`src/rtl/word_splitter_pkg.sv`:
```
// Shared types and constants for the word splitter: the output FSM state
// encoding, the byte/word widths and a small byte-select helper.
package word_splitter_pkg;

   localparam int BYTE_W = 8;
   localparam int WORD_W = 16;

   typedef enum logic [1:0] {
      IDLE   = 2'd0,
      FIRST  = 2'd1,
      SECOND = 2'd2
   } state_e;

   // Returns the high byte of a word when 'high' is set, else the low byte.
   function automatic logic [BYTE_W-1:0] pick_byte(input logic [WORD_W-1:0] word,
                                                   input logic              high);
      return high ? word[WORD_W-1:BYTE_W] : word[BYTE_W-1:0];
   endfunction

endpackage

```
`src/rtl/word_splitter_fifo.sv`:
```
// Word FIFO for the splitter: circular storage with wrapping read/write
// pointers and a separate occupancy count that saturates at DEPTH, so full
// and empty are always unambiguous.
module word_splitter_fifo #(
   parameter int DEPTH  = 4,
   parameter int WORD_W = 16,
   localparam int PTR_W = $clog2(DEPTH),
   localparam int LVL_W = PTR_W + 1
) (
   input  logic              clk_i,
   input  logic              rst_n,
   input  logic              push_i,
   input  logic [WORD_W-1:0] data_i,
   input  logic              pop_i,
   output logic [WORD_W-1:0] data_o,
   output logic              full_o,
   output logic              empty_o,
   output logic [LVL_W-1:0]  level_o
);

   logic [WORD_W-1:0] mem_q [DEPTH];
   logic [PTR_W-1:0]  wr_ptr_q, wr_ptr_d;
   logic [PTR_W-1:0]  rd_ptr_q, rd_ptr_d;
   logic [LVL_W-1:0]  count_q, count_d;
   logic              push_ok;
   logic              pop_ok;

   assign full_o  = (count_q == LVL_W'(DEPTH));
   assign empty_o = (count_q == '0);
   assign level_o = count_q;
   assign data_o  = mem_q[rd_ptr_q];

   // Qualify requests against full/empty and work out the next pointers and count.
   always_comb begin
      push_ok  = push_i && !full_o;
      pop_ok   = pop_i && !empty_o;
      wr_ptr_d = wr_ptr_q;
      rd_ptr_d = rd_ptr_q;
      count_d  = count_q;
      if (push_ok) begin
         wr_ptr_d = wr_ptr_q + PTR_W'(1);
      end
      if (pop_ok) begin
         rd_ptr_d = rd_ptr_q + PTR_W'(1);
      end
      unique case ({push_ok, pop_ok})
         2'b10:   count_d = count_q + LVL_W'(1);
         2'b01:   count_d = count_q - LVL_W'(1);
         default: count_d = count_q;
      endcase
   end

   // Pointer and count registers; cleared immediately by reset.
   always_ff @(posedge clk_i or negedge rst_n) begin
      if (!rst_n) begin
         wr_ptr_q <= '0;
         rd_ptr_q <= '0;
         count_q  <= '0;
      end else begin
         wr_ptr_q <= wr_ptr_d;
         rd_ptr_q <= rd_ptr_d;
         count_q  <= count_d;
      end
   end

   // Storage array; contents are don't-care until written, so it carries no reset.
   always_ff @(posedge clk_i) begin
      if (push_ok) begin
         mem_q[wr_ptr_q] <= data_i;
      end
   end

endmodule

```
`src/rtl/word_splitter.sv`:
```
// Splits a stream of 16-bit words into a stream of bytes. Words are buffered
// in a small FIFO; an output FSM pulls one word at a time into a hold
// register and presents its two bytes, ordered by MSB_FIRST, on a registered
// valid/ready byte interface.
module word_splitter
   import word_splitter_pkg::*;
#(
   parameter int DEPTH     = 4,
   parameter bit MSB_FIRST = 1'b0
) (
   input  logic                       clk_i,
   input  logic                       rst_n,
   input  logic                       word_valid_i,
   input  logic [15:0]                word_i,
   output logic                       word_ready_o,
   output logic                       byte_valid_o,
   output logic [7:0]                 byte_o,
   input  logic                       byte_ready_i,
   output logic [$clog2(DEPTH):0]     level_o
);

   state_e            state_q, state_d;
   logic [WORD_W-1:0] hold_q, hold_d;
   logic [BYTE_W-1:0] byte_q, byte_d;
   logic              valid_q, valid_d;

   logic [WORD_W-1:0] fifo_head;
   logic              fifo_full;
   logic              fifo_empty;
   logic              fifo_pop;

   word_splitter_fifo #(
      .DEPTH  (DEPTH),
      .WORD_W (WORD_W)
   ) u_fifo (
      .clk_i   (clk_i),
      .rst_n   (rst_n),
      .push_i  (word_valid_i),
      .data_i  (word_i),
      .pop_i   (fifo_pop),
      .data_o  (fifo_head),
      .full_o  (fifo_full),
      .empty_o (fifo_empty),
      .level_o (level_o)
   );

   assign word_ready_o = !fifo_full;
   assign byte_valid_o = valid_q;
   assign byte_o       = byte_q;

   // Next-state logic: load a word from the FIFO whenever the output stage is
   // free (IDLE, or SECOND being consumed) so back-to-back words leave no bubble.
   always_comb begin
      state_d  = state_q;
      hold_d   = hold_q;
      byte_d   = byte_q;
      valid_d  = valid_q;
      fifo_pop = 1'b0;
      unique case (state_q)
         IDLE: begin
            if (!fifo_empty) begin
               fifo_pop = 1'b1;
               hold_d   = fifo_head;
               byte_d   = pick_byte(fifo_head, MSB_FIRST);
               valid_d  = 1'b1;
               state_d  = FIRST;
            end
         end
         FIRST: begin
            if (byte_ready_i) begin
               byte_d  = pick_byte(hold_q, !MSB_FIRST);
               state_d = SECOND;
            end
         end
         SECOND: begin
            if (byte_ready_i) begin
               if (!fifo_empty) begin
                  fifo_pop = 1'b1;
                  hold_d   = fifo_head;
                  byte_d   = pick_byte(fifo_head, MSB_FIRST);
                  state_d  = FIRST;
               end else begin
                  valid_d = 1'b0;
                  state_d = IDLE;
               end
            end
         end
         default: begin
            valid_d = 1'b0;
            state_d = IDLE;
         end
      endcase
   end

   // Output FSM, hold register and registered byte outputs.
   always_ff @(posedge clk_i or negedge rst_n) begin
      if (!rst_n) begin
         state_q <= IDLE;
         hold_q  <= '0;
         byte_q  <= '0;
         valid_q <= 1'b0;
      end else begin
         state_q <= state_d;
         hold_q  <= hold_d;
         byte_q  <= byte_d;
         valid_q <= valid_d;
      end
   end

endmodule

```
`config.mk`:
```
export PLATFORM = sky130hd
export DESIGN_NAME = word_splitter
export DESIGN_NICKNAME = d
export VERILOG_FILES = /design/src/rtl/word_splitter_pkg.sv /design/src/rtl/word_splitter_fifo.sv /design/src/rtl/word_splitter.sv
export SDC_FILE = /design/constraint.sdc
export NUM_CORES = 1
export LEC_CHECK = 0
export ABC_CLOCK_PERIOD_IN_PS = 5050
export BUFFER_PORTS_ARGS = -buffer_cell sky130_fd_sc_hd__buf_2
export CAP_MARGIN = 15
export CORE_MARGIN = 8
export CORE_UTILIZATION = 45
export CTS_CLUSTER_DIAMETER = 200
export CTS_CLUSTER_SIZE = 10
export DETAILED_ROUTE_END_ITERATION = 6
export PLACE_DENSITY = 0.74
export SKIP_LAST_GASP = 1
export SYNTH_ARGS = -nofsm -noshare
export SYNTH_HDL_FRONTEND = slang
export SYNTH_SLANG_ARGS = --single-unit
export TNS_END_PERCENT = 100
```
`constraint.sdc`:
```
create_clock -name clk_i -period 5.05 [get_ports clk_i]
set_input_delay 0.505 -clock clk_i [delete_from_list [all_inputs] [get_ports clk_i]]
set_output_delay 0.505 -clock clk_i [all_outputs]
set_load 0.005 [all_outputs]
```
==> results_dict.tcl <==
set metrics [dict create \
    post_cts.repair.setup_buffers 0 \
    share_of_layout_cells_above_drive_strength_1_pct 26.67 \
    netlist_area_um2 3709 \
    hold_violations 0 \
    first_global_vias 2010 \
    filler_cells_inserted 703 \
    critPathMaxFanout 13 \
    final_cell_area_um2 4090 \
    yosys_warnings 0 \
    final_nets 276 \
    globalRouteOverflowTotal 0 \
    drv.max_cap_violation_count 0 \
    count_of_vias_placed_by_the_detailed_router 1950 \
    synthesis.area_per_instance_um2 17.01 \
    core_area_um2 8093 \
    start_kind "flip-flop" \
    place_area_um2 3925 \
    layout_worst_path_cycle_share_pct 49.16 \
    grt_start_max_net_pins 27 \
    post_cts_resize_count 0 \
    power_per_cell_area_nw_per_um2 587.2 \
    finalSetupViolations 0 \
    final_common_cell "sky130_fd_sc_hd__edfxtp_1" \
    io_buffer_count 32 \
    slew_worst_pin_ps 894.0 \
    place_congestion 0.7692 \
    edff_count_synth 64 \
    floorplan.die_area_um2 11400 \
    tritoncts.num_buffers 9 \
    synth.distinct_cells 36 \
    clk_pin_slew_ps 80 \
    achievable-frequency_mhz 402.8 \
    seq_area_um2 2572 \
    vdd_ir_drop_max_mv 0.2013 \
    hpwlAfterDp_mm 4.267 \
    run_status "complete, no violations" \
    clock_insertion_delay_worst_skew_ps 340 \
    initial_utilization_pct 45.83 \
    fin_util_pct 50.54 \
    period_needed_ps 2483 \
    flop_and_latch_count_out_of_synthesis 90 \
    postSynthCellCount 218 \
    synthFlopType "sky130_fd_sc_hd__edfxtp_1" \
    first_pass_iters 4 \
    cellLeakagePower_nw 1.549 \
    cp.required_ps 5310 \
    grt.total_usage_pct 12.05 \
    wl_per_cell_um 18.31 \
    path_class "reg -> reg" \
    finalWirelength_mm 6.590 \
    core.rowCount 33 \
    clock_tree.buffer_depth 2 \
    area.growth.synth_to_final_pct 10.29 \
    hold_path_class "in -> async" \
    fin_worst_skew_ps 13.98 \
    antenna_violations_before_repair 0 \
    cts-htree-levels 3 \
    finalMaxSlewViolations 0 \
    setup.worst_path.end_class "flip-flop" \
    dieHeight_um 106.8 \
    synth-async-reset-ratio_pct 28.89 \
    insertedDiodeCount 0 \
    layout.cells.most_common_list "sky130_fd_sc_hd__edfxtp_1 (64), sky130_fd_sc_hd__buf_2 (32), sky130_fd_sc_hd__dfrtp_1 (26), sky130_fd_sc_hd__and3_1 (12)" \
    die_x_um 106.8 \
    synthesis.nets 244 \
    drtIter0Drc 98 \
    hold_buf_count_cts 0 \
    cts_tree "built" \
    timing.max_slew.rel_slack_pct 40.40 \
    root_buffer_cell "sky130_fd_sc_hd__clkbuf_8" \
    rsz_0062_raised_after_global_routing "false" \
    synth.yosys.seq_area_share_pct 69.37 \
    vias_per_cell 5.417 \
    antenna_left 0 \
    grt_first_pass_wirelength_mm 10.59 \
    arrival_ps 2740 \
    clock_sinks 90 \
    number_of_top_level_design_ports 33 \
    multi_input_comb_area_um2 1023 \
    timing.setup.tns_ps 0 \
    post-route-drc-count 0 \
]
## per-stage QoR
step / hold WS [ps] / total power [mW] / setup slack, ps / cells
2_1_floorplan: 209.4 / 1.787 / 2938 / 218
3_3_place_gp: 490.9 / 1.987 / 2532 / 344
3_5_place_dp: 497.0 / 2.008 / 2468 / 344
4_1_cts: 162.7 / 2.420 / 2568 / 360
5_1_grt: 183.8 / 2.549 / 2374 / 360
6_report: 152.7 / 2.402 / 2567 / 360
## report_power, final
part | switching [mW] | internal (mW)
combinational | 0.405 | 0.385
clock | 0.228 | 0.190
sequential | 0.170 | 1.02
total | 0.804 | 1.60
## synthesized netlist by cell type, drive strengths merged (3+ instances only)
cell type | number | share of area (%)
nor2b | 10 | 1.7
a2111oi | 8 | 1.9
o41ai | 8 | 1.9
mux2 | 9 | 3.1
nor2 | 9 | 0.91
o311ai | 8 | 1.9
and3 | 12 | 2.0
dfrtp | 26 | 18
nand2 | 3 | 0.30
mux2i | 9 | 2.4
edfxtp | 64 | 52
inv | 8 | 0.81
ha | 5 | 1.7
clkbuf | 5 | 0.54
xor2 | 4 | 0.94
mux4 | 8 | 4.9
buf | 7 | 1.7
## final timing paths
kind	slack [ps]	start	endpoint	cells after the start
max in group asynchronous	4510	rst_n	hold_q[10]$_DFFE_PN0P_	1
worst min-delay path	150	rst_n	u_fifo.wr_ptr_q[1]$_DFFE_PN0P_	1
worst min register to register	510	hold_q[9]$_DFFE_PN0P_	hold_q[9]$_DFFE_PN0P_	1
min in group clk_i	380	word_i[9]	u_fifo.mem_q[2][9]$_DFFE_PP_	1
worst max-delay path	2570	state_q[1]$_DFFE_PN0P_	u_fifo.level_o[2]$_DFFE_PN0P_	8
worst max register to register	2570	state_q[1]$_DFFE_PN0P_	u_fifo.level_o[2]$_DFFE_PN0P_	8
## per-layer routing
layer,GRT usage [%],vias up,wire length [µm],share of wire [%]
met3,3.599,6,307,4.7
met5,0,-,0,0
met2,18.56,33,3162,48
li1,-,920,-,-
met1,15.41,991,3024,46
met4,5.427,0,96,1.5
## kinds of logic (layout without fill, tap and decap cells)
family	after synthesis	after routing	share of synthesized area [%]
flops	90	90	69.37
simple gates	42	42	6.950
compound gates	28	28	6.579
mux	26	26	10.43
buf+inv	20	57	3.036
fa+ha+maj	6	6	2.227
xor+xnor	6	6	1.417
## critical path, cell delays in order (launching register included)
cell and delay [ps]:
sky130_fd_sc_hd__dfrtp_1 410, sky130_fd_sc_hd__nor2b_1 280, sky130_fd_sc_hd__nor3_4 590, sky130_fd_sc_hd__ha_1 280
sky130_fd_sc_hd__inv_1 60, sky130_fd_sc_hd__fa_1 370, sky130_fd_sc_hd__xor2_1 150, sky130_fd_sc_hd__nor2_1 100
sky130_fd_sc_hd__xor2_1 160
## area by class of cell
cell class | instances | area share (%)
Clock inverter | 4 | 0.4894
Sequential cell | 90 | 62.89
Tap cell | 105 | 3.212
Clock buffer | 12 | 3.548
Multi-Input combinational cell | 108 | 25.02
Inverter | 8 | 0.7342
Timing Repair Buffer | 33 | 4.099
## state kept, by name, indices dropped and copies added (netlist names)
name	cells
u_fifo.wr_ptr_q	2
byte_valid_o	1
hold_q	8
u_fifo.level_o	3
state_q	2
byte_o	8
u_fifo.rd_ptr_q	2
u_fifo.mem_q	64
Power figures use the tool's default switching activity.
